`src/rtl/sc_readout_sched.sv`:
```
// Output-side read scheduler: raster timing, replication phases and line-buffer read addresses.
// Every output is registered from the next counter state, so all of them line up with hcnt/vcnt.
// Optional frame lock reloads the raster on a misaligned input-frame trigger.
module sc_readout_sched #(
  parameter int H_TOTAL          = 1650,
  parameter int H_SYNCLEN        = 40,
  parameter int H_BACKPORCH      = 220,
  parameter int H_ACTIVE         = 1280,
  parameter int V_TOTAL          = 750,
  parameter int V_SYNCLEN        = 5,
  parameter int V_BACKPORCH      = 20,
  parameter int V_ACTIVE         = 720,
  parameter int SRC_H_ACTIVE     = 384,
  parameter int SRC_V_ACTIVE     = 224,
  parameter int H_MULT           = 3,
  parameter int V_MULT           = 3,
  parameter int NUM_LINE_BUFFERS = 40,
  parameter int LBUF_FIRST       = 1,
  parameter int V_LOCK_LINE      = 0,
  parameter int LOCK_FRAMES      = 2
) (
  input  logic        PCLK_in,
  input  logic        reset,
  input  logic        lock_en,
  input  logic        vsync_trig,
  output logic [10:0] hcnt_ext,
  output logic [10:0] vcnt_ext,
  output logic [8:0]  hcnt_ext_lbuf,
  output logic [5:0]  vcnt_ext_lbuf,
  output logic [2:0]  hctr_ext,
  output logic [2:0]  vctr_ext,
  output logic        HSYNC_ext,
  output logic        VSYNC_ext,
  output logic        DE_ext,
  output logic        mask_enable_ext,
  output logic        locked
);

  localparam int HDE0 = H_SYNCLEN + H_BACKPORCH;
  localparam int VDE0 = V_SYNCLEN + V_BACKPORCH;
  localparam int HW0  = HDE0 + (H_ACTIVE - SRC_H_ACTIVE * H_MULT) / 2;
  localparam int VW0  = VDE0 + (V_ACTIVE - SRC_V_ACTIVE * V_MULT) / 2;

  localparam logic [10:0] L_H_LAST = 11'(H_TOTAL - 1);
  localparam logic [10:0] L_V_LAST = 11'(V_TOTAL - 1);
  localparam logic [10:0] L_HS     = 11'(H_SYNCLEN);
  localparam logic [10:0] L_VS     = 11'(V_SYNCLEN);
  localparam logic [10:0] L_HDE0   = 11'(HDE0);
  localparam logic [10:0] L_HDE1   = 11'(HDE0 + H_ACTIVE);
  localparam logic [10:0] L_VDE0   = 11'(VDE0);
  localparam logic [10:0] L_VDE1   = 11'(VDE0 + V_ACTIVE);
  localparam logic [10:0] L_HW0    = 11'(HW0);
  localparam logic [10:0] L_HW1    = 11'(HW0 + SRC_H_ACTIVE * H_MULT);
  localparam logic [10:0] L_VW0    = 11'(VW0);
  localparam logic [10:0] L_VW1    = 11'(VW0 + SRC_V_ACTIVE * V_MULT);
  localparam logic [10:0] L_VLOCK  = 11'(V_LOCK_LINE);
  localparam logic [2:0]  L_HM_LAST = 3'(H_MULT - 1);
  localparam logic [2:0]  L_VM_LAST = 3'(V_MULT - 1);
  localparam logic [5:0]  L_LB_FIRST = 6'(LBUF_FIRST);
  localparam logic [5:0]  L_LB_LAST  = 6'(NUM_LINE_BUFFERS - 1);
  localparam int AW = $clog2(LOCK_FRAMES + 1);
  localparam int TW = $clog2(2 * V_TOTAL);
  localparam logic [AW-1:0] L_AC_LAST = AW'(LOCK_FRAMES - 1);
  localparam logic [TW-1:0] L_TO_LAST = TW'(2 * V_TOTAL - 1);

  typedef enum logic [1:0] {ST_FREE, ST_ACQUIRE, ST_LOCKED} state_t;

  state_t        r_state;
  logic [AW-1:0] r_acnt;
  logic [TW-1:0] r_tcnt;
  logic          r_locked;
  logic [10:0]   r_hcnt, r_vcnt;
  logic [8:0]    r_hlbuf;
  logic [5:0]    r_vlbuf;
  logic [2:0]    r_hctr, r_vctr;
  logic          r_hsync, r_vsync, r_de, r_mask;

  logic        w_h_wrap, w_aligned, w_reload, w_newline;
  logic        w_h_in_win, w_v_in_win, w_de_nxt;
  logic [10:0] w_h_nat, w_v_nat, w_h_nxt, w_v_nxt;
  logic [8:0]  w_hlbuf_nxt;
  logic [5:0]  w_vlbuf_nxt;
  logic [2:0]  w_hctr_nxt, w_vctr_nxt;

  // Natural counter advance, then override with the lock line on a misaligned trigger.
  always_comb begin
    w_h_wrap   = (r_hcnt == L_H_LAST);
    w_h_nat    = w_h_wrap ? 11'd0 : r_hcnt + 11'd1;
    w_v_nat    = r_vcnt;
    if (w_h_wrap) w_v_nat = (r_vcnt == L_V_LAST) ? 11'd0 : r_vcnt + 11'd1;
    w_aligned  = (w_h_nat == 11'd0) && (w_v_nat == L_VLOCK);
    w_reload   = vsync_trig && lock_en && (r_state != ST_FREE) && !w_aligned;
    w_h_nxt    = w_reload ? 11'd0 : w_h_nat;
    w_v_nxt    = w_reload ? L_VLOCK : w_v_nat;
    w_newline  = (w_h_nxt == 11'd0);
    w_h_in_win = (w_h_nxt >= L_HW0) && (w_h_nxt < L_HW1);
    w_v_in_win = (w_v_nxt >= L_VW0) && (w_v_nxt < L_VW1);
    w_de_nxt   = (w_h_nxt >= L_HDE0) && (w_h_nxt < L_HDE1) &&
                 (w_v_nxt >= L_VDE0) && (w_v_nxt < L_VDE1);
  end

  // Horizontal replication phase and source column; restart at the window's left edge.
  always_comb begin
    w_hctr_nxt  = 3'd0;
    w_hlbuf_nxt = 9'd0;
    if (w_h_in_win && (w_h_nxt != L_HW0)) begin
      if (r_hctr == L_HM_LAST) begin
        w_hlbuf_nxt = r_hlbuf + 9'd1;
      end else begin
        w_hctr_nxt  = r_hctr + 3'd1;
        w_hlbuf_nxt = r_hlbuf;
      end
    end
  end

  // Vertical phase and buffer index change only at the start of a line.
  // The lock line is expected to sit outside the vertical window, so a reload never lands mid-picture.
  always_comb begin
    w_vctr_nxt  = r_vctr;
    w_vlbuf_nxt = r_vlbuf;
    if (w_newline) begin
      if (!w_v_in_win) begin
        w_vctr_nxt  = 3'd0;
        w_vlbuf_nxt = 6'd0;
      end else if (w_v_nxt == L_VW0) begin
        w_vctr_nxt  = 3'd0;
        w_vlbuf_nxt = L_LB_FIRST;
      end else if (r_vctr == L_VM_LAST) begin
        w_vctr_nxt  = 3'd0;
        w_vlbuf_nxt = (r_vlbuf == L_LB_LAST) ? 6'd0 : r_vlbuf + 6'd1;
      end else begin
        w_vctr_nxt  = r_vctr + 3'd1;
      end
    end
  end

  // Register counters and every derived output from the same next-state values.
  always_ff @(posedge PCLK_in or posedge reset) begin
    if (reset) begin
      r_hcnt  <= 11'd0;
      r_vcnt  <= 11'd0;
      r_hctr  <= 3'd0;
      r_vctr  <= 3'd0;
      r_hlbuf <= 9'd0;
      r_vlbuf <= 6'd0;
      r_hsync <= 1'b1;
      r_vsync <= 1'b1;
      r_de    <= 1'b0;
      r_mask  <= 1'b0;
    end else begin
      r_hcnt  <= w_h_nxt;
      r_vcnt  <= w_v_nxt;
      r_hctr  <= w_hctr_nxt;
      r_vctr  <= w_vctr_nxt;
      r_hlbuf <= w_hlbuf_nxt;
      r_vlbuf <= w_vlbuf_nxt;
      r_hsync <= !(w_h_nxt < L_HS);
      r_vsync <= !(w_v_nxt < L_VS);
      r_de    <= w_de_nxt;
      r_mask  <= w_de_nxt && !(w_h_in_win && w_v_in_win);
    end
  end

  // Lock FSM: count aligned triggers, drop lock on a misaligned trigger or a missing-trigger timeout.
  always_ff @(posedge PCLK_in or posedge reset) begin
    if (reset) begin
      r_state  <= ST_FREE;
      r_acnt   <= '0;
      r_tcnt   <= '0;
      r_locked <= 1'b0;
    end else if (!lock_en) begin
      r_state  <= ST_FREE;
      r_acnt   <= '0;
      r_tcnt   <= '0;
      r_locked <= 1'b0;
    end else begin
      case (r_state)
        ST_FREE: begin
          r_state <= ST_ACQUIRE;
          r_acnt  <= '0;
          r_tcnt  <= '0;
        end
        ST_ACQUIRE: begin
          if (vsync_trig) begin
            r_tcnt <= '0;
            if (!w_aligned) begin
              r_acnt <= '0;
            end else if (r_acnt == L_AC_LAST) begin
              r_acnt   <= '0;
              r_state  <= ST_LOCKED;
              r_locked <= 1'b1;
            end else begin
              r_acnt <= r_acnt + 1'b1;
            end
          end else if (w_h_wrap) begin
            if (r_tcnt == L_TO_LAST) begin
              r_tcnt <= '0;
              r_acnt <= '0;
            end else begin
              r_tcnt <= r_tcnt + 1'b1;
            end
          end
        end
        ST_LOCKED: begin
          if (vsync_trig) begin
            r_tcnt <= '0;
            if (!w_aligned) begin
              r_state  <= ST_ACQUIRE;
              r_locked <= 1'b0;
              r_acnt   <= '0;
            end
          end else if (w_h_wrap) begin
            if (r_tcnt == L_TO_LAST) begin
              r_tcnt   <= '0;
              r_acnt   <= '0;
              r_state  <= ST_ACQUIRE;
              r_locked <= 1'b0;
            end else begin
              r_tcnt <= r_tcnt + 1'b1;
            end
          end
        end
        default: begin
          r_state  <= ST_FREE;
          r_locked <= 1'b0;
        end
      endcase
    end
  end

  assign hcnt_ext        = r_hcnt;
  assign vcnt_ext        = r_vcnt;
  assign hcnt_ext_lbuf   = r_hlbuf;
  assign vcnt_ext_lbuf   = r_vlbuf;
  assign hctr_ext        = r_hctr;
  assign vctr_ext        = r_vctr;
  assign HSYNC_ext       = r_hsync;
  assign VSYNC_ext       = r_vsync;
  assign DE_ext          = r_de;
  assign mask_enable_ext = r_mask;
  assign locked          = r_locked;

endmodule

```
`config.mk`:
```
export PLATFORM = sky130hd
export DESIGN_NAME = sc_readout_sched
export DESIGN_NICKNAME = d
export VERILOG_FILES = /design/src/rtl/sc_readout_sched.sv
export SDC_FILE = /design/constraint.sdc
export NUM_CORES = 1
export LEC_CHECK = 0
export CAP_MARGIN = 20
export CORE_AREA = 5 5 115 117
export CTS_CLUSTER_SIZE = 12
export DETAILED_ROUTE_END_ITERATION = 6
export DIE_AREA = 0 0 120 122
export PLACE_DENSITY = 0.65
export SLEW_MARGIN = 30
export SYNTH_ARGS = -nofsm -noshare
export SYNTH_HDL_FRONTEND = slang
export SYNTH_SLANG_ARGS = --single-unit
```
`constraint.sdc`:
```
create_clock -name PCLK_in -period 4.7 [get_ports PCLK_in]
set_input_delay 1.175 -clock PCLK_in [delete_from_list [all_inputs] [get_ports PCLK_in]]
set_output_delay 1.175 -clock PCLK_in [all_outputs]
set_load 0.05 [all_outputs]
```
* After elaboration in Yosys (flattened, before gate mapping)
Index checks and enable logic that the tools add are counted.
** Cells by class
- $add $sub $neg :: 8
- Order comparisons :: 10
- Eq/ne operators :: 23
- Multiplexer cells :: 48
- Reduce and logical (&&, ||, !) cells :: 27
** Operator list (number)
- 2-to-1 mux 11 bit :: 9
- adder 11 x 1 -> 11 bit, second input constant :: 3
- zero test 11 bit :: 3
- 2-to-1 mux 2 bit :: 16
- 2-to-1 mux 6 bit :: 4
- equality test 11 bit, second input constant :: 2
- >= comparator 11 x 9 -> 1 bit, second input constant :: 2
- < comparator 11 x 10 -> 1 bit, second input constant :: 2
- < comparator 11 bit, second input constant :: 2
- one-hot mux 11 bit (2 select lines) :: 1
- 2-to-1 mux 9 bit :: 2
- 2-to-1 mux 3 bit :: 5
- logical AND 1 bit :: 12
- != test 4 bit, second input constant :: 3
- one-hot mux 2 bit (3 select lines) :: 2
- equality test 11 x 10 -> 1 bit, second input constant :: 1
- equality test 11 x 6 -> 1 bit, second input constant :: 1
- >= comparator 11 x 5 -> 1 bit, second input constant :: 1
- >= comparator 11 x 6 -> 1 bit, second input constant :: 1
- < comparator 11 x 3 -> 1 bit, second input constant :: 1
- < comparator 11 x 6 -> 1 bit, second input constant :: 1
- != test 11 x 9 -> 1 bit, second input constant :: 1
- adder 9 x 1 -> 9 bit, second input constant :: 1
- != test 3 bit, second input constant :: 3
- other kinds (22) :: 37
** Word-level totals
- Flip-flop bits (word level) :: 63
- Output and inout bits :: 48

* Longest topological paths before layout
- Depth after elaboration :: 13
- Mapped depth :: 12
- Gate-level depth less buffers :: 10

* Worst setup path before layout
No wires, ideal clock.
- Path type :: reg2reg
- Start point :: reg r_hcnt[0], in the netlist hcnt_ext[0]
- End point :: reg r_locked, in the netlist locked
- Arrival :: 3148 ps
- Required time :: 4632 ps
- Path slack :: 1484 ps
- Stages on the path, launching flop included :: 10
- Clock period less this slack :: 3216 ps
- Cells stage by stage :: dfrtp_1 > ha_1 > or3b_4 > nor4_1 > mux2i_1 > a21boi_0 > nand4b_2 > o211a_1 > a211oi_2 > o221a_1
** Between the ends
- Word-level cells in the longest chain between the ends :: 6
- Elaborated cells between the ends (all ways) :: 11
** Ends and longest elaborated chain
- start: declaration :: line 72 : logic [10:0] r_hcnt, r_vcnt;
- start signal: assignment :: line 151 : r_hcnt <= w_h_nxt;
- adder 11 x 1 -> 11 bit / equality test 11 bit (equally long branches) :: line 88, 87
- 2-to-1 mux 11 bit, on equally long branches :: line 88, 90
- zero test 11 bit :: line 91 : w_aligned = (w_h_nat == 11'd0) && (w_v_nat == L_VLOCK);
- logical AND 1 bit :: line 91
- != test 4 bit (no line) / != test 3 bit (equally long branches)
- AND reduction 7 bit (no line) (*)
- end signal: assignment :: line 170 : r_locked <= 1'b0;
- end signal: assignment :: line 175 : r_locked <= 1'b0;
- end signal: assignment :: line 191 : r_locked <= 1'b1;
- end: declaration :: line 71 : logic r_locked;
Mark *: on every way between the ends. The rest lies on a longest branch, timed or not.
A chain may end at the register's enable or synchronous reset.

* Worst setup path after layout
- Start point :: reg r_vcnt[0], in the netlist vcnt_ext[0]
- End point :: reg r_hctr[0], in the netlist hctr_ext[0]
** Between the ends
- Word-level cells in the longest chain between the ends :: 12
- Elaborated cells between the ends (all ways) :: 15
** Ends and longest elaborated chain
- start: declaration :: line 72
- start signal: assignment :: line 152 : r_vcnt <= w_v_nxt;
- adder 11 x 1 -> 11 bit / equality test 11 x 10 -> 1 bit (equally long branches) :: line 90 : if (w_h_wrap) w_v_nat = (r_vcnt == L_V_LAST) ? 11'd0 : r_vcnt + 11'd1;
- 2-to-1 mux 11 bit :: line 90
- 2-to-1 mux 11 bit (*) :: line 90
- zero test 11 bit (*) :: line 91
- logical AND 1 bit (*) :: line 91
- zero test 1 bit (*)
- logical AND 1 bit (*) :: line 92 : w_reload = vsync_trig && lock_en && (r_state != ST_FREE) && !w_aligned;
- 2-to-1 mux 11 bit (*) :: line 93 : w_h_nxt = w_reload ? 11'd0 : w_h_nat;
- >= comparator 11 x 9 -> 1 bit / < comparator 11 bit (equally long branches) :: line 96 : w_h_in_win = (w_h_nxt >= L_HW0) && (w_h_nxt < L_HW1);
- logical AND 1 bit :: line 96
- logical AND 1 bit (*) :: line 106 : if (w_h_in_win && (w_h_nxt != L_HW0)) begin
- 2-to-1 mux 3 bit (*) :: line 106
- named net w_hctr_nxt[0] :: line 83 : logic [2:0] w_hctr_nxt, w_vctr_nxt;
- end signal: assignment :: line 153 : r_hctr <= w_hctr_nxt;
- end: declaration :: line 75 : logic [2:0] r_hctr, r_vctr;
The timed path passes the listed nets; every way through them passes the cells marked *.

==> flow_summary_export.csv <==
group,metric,value,unit
detailed_routing,wire_per_inst,17.19,um
die,start_util,36.64,%
pwr,p_per_area,452.8,mW/mm^2
pwr,p_int,1441,uW
synth,netlist-cell-type-count,79,
final_layout,drive_above_1_share,9.075,%
grt,grt_overflow_total,0,
critical_path,timing.critical_path.from_type,"register",
pwr,power_frac_seq,31.2,%
grt,grt_pass1_wl,20350,um
synth,netlist_area,0.004492,mm^2
detailed_routing,detail_route.wirelength,12240,um
final_layout,layout_commonest_cell,"dfrtp_1",
detailed_routing,drc,0,
detailed_routing,antenna_left,0,
run,drv_cap,0,
synth,synth-seq-cells,63,
status,status,"finished clean",
timing,fin_crit_sh,83.67,%
critical_path,arrival,4.17,ns
detailed_routing,drt_iter0_drc,306,
placed_design,port-buffer-count,51,
final_layout,mostFrequentLayoutCells,"dfrtp_1 (61), nand2_1 (54), clkdlybuf4s50_1 (51)",
die,core_area,0.01226,mm^2
synth,synth_nets,534,
grt,antenna_found_initial,0,
critical_path,crit_fanout,16,
pwr,pwr-share-clk,29.7,%
die,io-pin-count,52,
final_layout,final_area,0.005411,mm^2
final_layout,nNetsFinal,572,
grt,grt_max_degree,47,
die,chipHeight,122,um
timing,hold_viol,0,
timing,skew,0.007590,ns
timing,tns,0,ns
detailed_routing,first_pass_iters,4,
synth,synth_edf_count,0,
pwr,leakagePower,0.002100,uW
final_layout,finalCoreUtilization,44.14,%
cts,cts_htree_levels,3,
cts,ctsHoldBuffers,0,
timing,setup_viol,0,
synth,ys_warn_count,0,
synth,async_reset_ff_share,100.0,%
synth,seq_area_frac_synth,35.15,%
detailed_routing,via_per_inst,5.940,
final_layout,regArea,0.001579,mm^2
timing,max_clock_freq,254.3,MHz
critical_path,setup.worst_path.end_class,"register",
synth,syn_avg_cell_area,8.655,um^2
timing,worst_slew_pin_slew,0.6370,ns
placed_design,place_area,0.005087,mm^2
final_layout,multi_input_area,0.002706,mm^2
die,dieArea,0.01464,mm^2
synth,postSynthCellCount,519,
detailed_routing,via_count,4229,
grt,grt.total_usage,16.93,%
timing,rsz0062_at_grt,"false",
timing,relSlewSlack,57.21,%
worst_hold_path,hold_path_class,"register to register",
timing,final_max_slew_viol_count,0,
cts,clk_latency,0.33,ns
critical_path,crit_type,"register to register",
placed_design,place.gp.congestion,0.9038,
pwr,ir_drop,0.2734,mV
pwr,combPwrFrac,39.2,%
pwr,p_sw_share,41.20,%
die,rows,41,
cts,cts_resized,0,
cts,cts-root-buf,"clkbuf_16",
cts,cts_tree,"built",
pwr,power.switching,1010,uW
critical_path,required,4.94,ns
final_layout,nFillCells,1196,
cts,clock-sinks,63,
final_layout,insertedDiodeCount,0,
cts,cts.clk_slew.worst_paths,0.06,ns
die,die_w,120,um
cts,cts_max_path_buffers,2,
cts,postCtsSetupBuffers,0,
final_layout,area_growth,20.47,%
grt,grt_pass1_vias,4118,
cts,cts_buffers,9,
synth,ys.flop_type,"dfrtp_1",
timing,fin_crit,3.932,ns
placed_design,place_hpwl,8908,um
==> kinds of logic after synthesis <==
| logic type | count (synthesis) | share of synthesized area (%) |
|---|---|---|
| buffers and inverters | 45 | 4.596 |
| flip-flops | 63 | 35.15 |
| AND/OR/NAND/NOR | 241 | 29.78 |
| adder cells (fa/ha/maj) | 11 | 3.064 |
| AO/OA/AOI/OAI | 131 | 21.67 |
| XOR/XNOR | 21 | 4.095 |
| multiplexers | 7 | 1.643 |
==> through the flow <==
| stage | setup WS (ns) | hold slack [ns] | total power [uW] | instances |
|---|---|---|---|---|
| final | 0.7676 | 0.4844 | 2450 | 712 |
| after global routing | 0.3705 | 0.5181 | 2588 | 712 |
| after detailed placement | 0.7971 | 0.4778 | 1727 | 696 |
| after floorplan | 1.484 | 0.4409 | 1454 | 519 |
| after CTS | 0.8044 | 0.4844 | 2465 | 712 |
| after global placement | 1.087 | 0.4734 | 1705 | 696 |
==> flip-flops by register name, indices dropped and copies added, names as in the netlist, 2 cells and up <==
register	cells
vcnt_ext_lbuf	6
vctr_ext	3
hcnt_ext	11
r_acnt	2
r_tcnt	11
r_state	2
hctr_ext	3
hcnt_ext_lbuf	9
vcnt_ext	11
==> per-layer routing <==
metal  track usage, %  vias to the layer above  wire length, um
met5                0                        -                0
met4            6.514                        0              257
met3            3.482                       21              698
met2            27.92                      134             5905
met1            21.89                     2043             5373
li1                 -                     2031                -
==> path summary, 6_finish.rpt <==
| path | startpoint | endpoint | slack, ns | depth (start not counted) |
|---|---|---|---|---|
| worst max-delay path | vcnt_ext[0] | hctr_ext[0] | 0.77 | 9 |
| worst min-delay path | r_tcnt[10] | r_tcnt[10] | 0.48 | 1 |
| worst max register to register | vcnt_ext[0] | hctr_ext[0] | 0.77 | 9 |
| worst min register to register | r_tcnt[10] | r_tcnt[10] | 0.48 | 1 |
| max in group asynchronous | reset | vcnt_ext_lbuf[5] | 2.75 | 3 |
| min in group asynchronous | reset | vcnt_ext[3] | 1.27 | 2 |
==> cell type report <==
type,count,area share (%)
clock inverter,5,1.503
clock buffer,11,4.486
tap,150,3.468
multi-input combinational,411,50.01
timing repair buffer,57,10.27
inverter,15,1.087
sequential,63,29.18
==> synth_stat cells (all sizes together), types with 5 or more instances <==
cell type | n | area share [%]
ha | 11 | 3.1
a311oi | 5 | 0.97
dfrtp | 61 | 34
nor2b | 10 | 1.4
nor3b | 5 | 0.95
nor3 | 17 | 2.1
a211oi | 6 | 1.1
buf | 17 | 2.3
nand2b | 5 | 0.70
and3 | 19 | 2.7
a21oi | 18 | 2.1
nand2 | 54 | 4.5
and2 | 10 | 1.4
and4 | 6 | 1.2
xor2 | 12 | 2.3
a31oi | 7 | 0.97
xnor2 | 9 | 1.8
nand3 | 23 | 2.6
nor2 | 46 | 3.8
inv | 15 | 1.3
nand4 | 20 | 3.1
a41oi | 10 | 1.9
o21a | 5 | 0.84
clkbuf | 13 | 1.1
o22ai | 5 | 0.70
o31ai | 11 | 1.9
nor4 | 7 | 1.3
o21ai | 28 | 3.4
==> power by group through the flow <==
stage / Combinational, uW / Sequential, uW / Clock (uW)
final: 960 / 764 / 727
after global routing: 1040 / 783 / 763
after CTS: 963 / 762 / 740
after detailed placement: 958 / 770 / 0
after global placement: 944 / 761 / 0
after floorplan: 513 / 942 / 0
==> worst max-delay path: stages, from the launching register on <==
cell      delay, ns
dfrtp_1        0.64
ha_1           0.46
nand3_1        0.24
nor4_1         0.49
mux2i_1        0.28
a21boi_0       0.31
nand4b_2       0.21
o21ai_4        0.44
nand3_1        0.47
nor3_1         0.29
No activity file was read; power rests on OpenSTA's default activity.
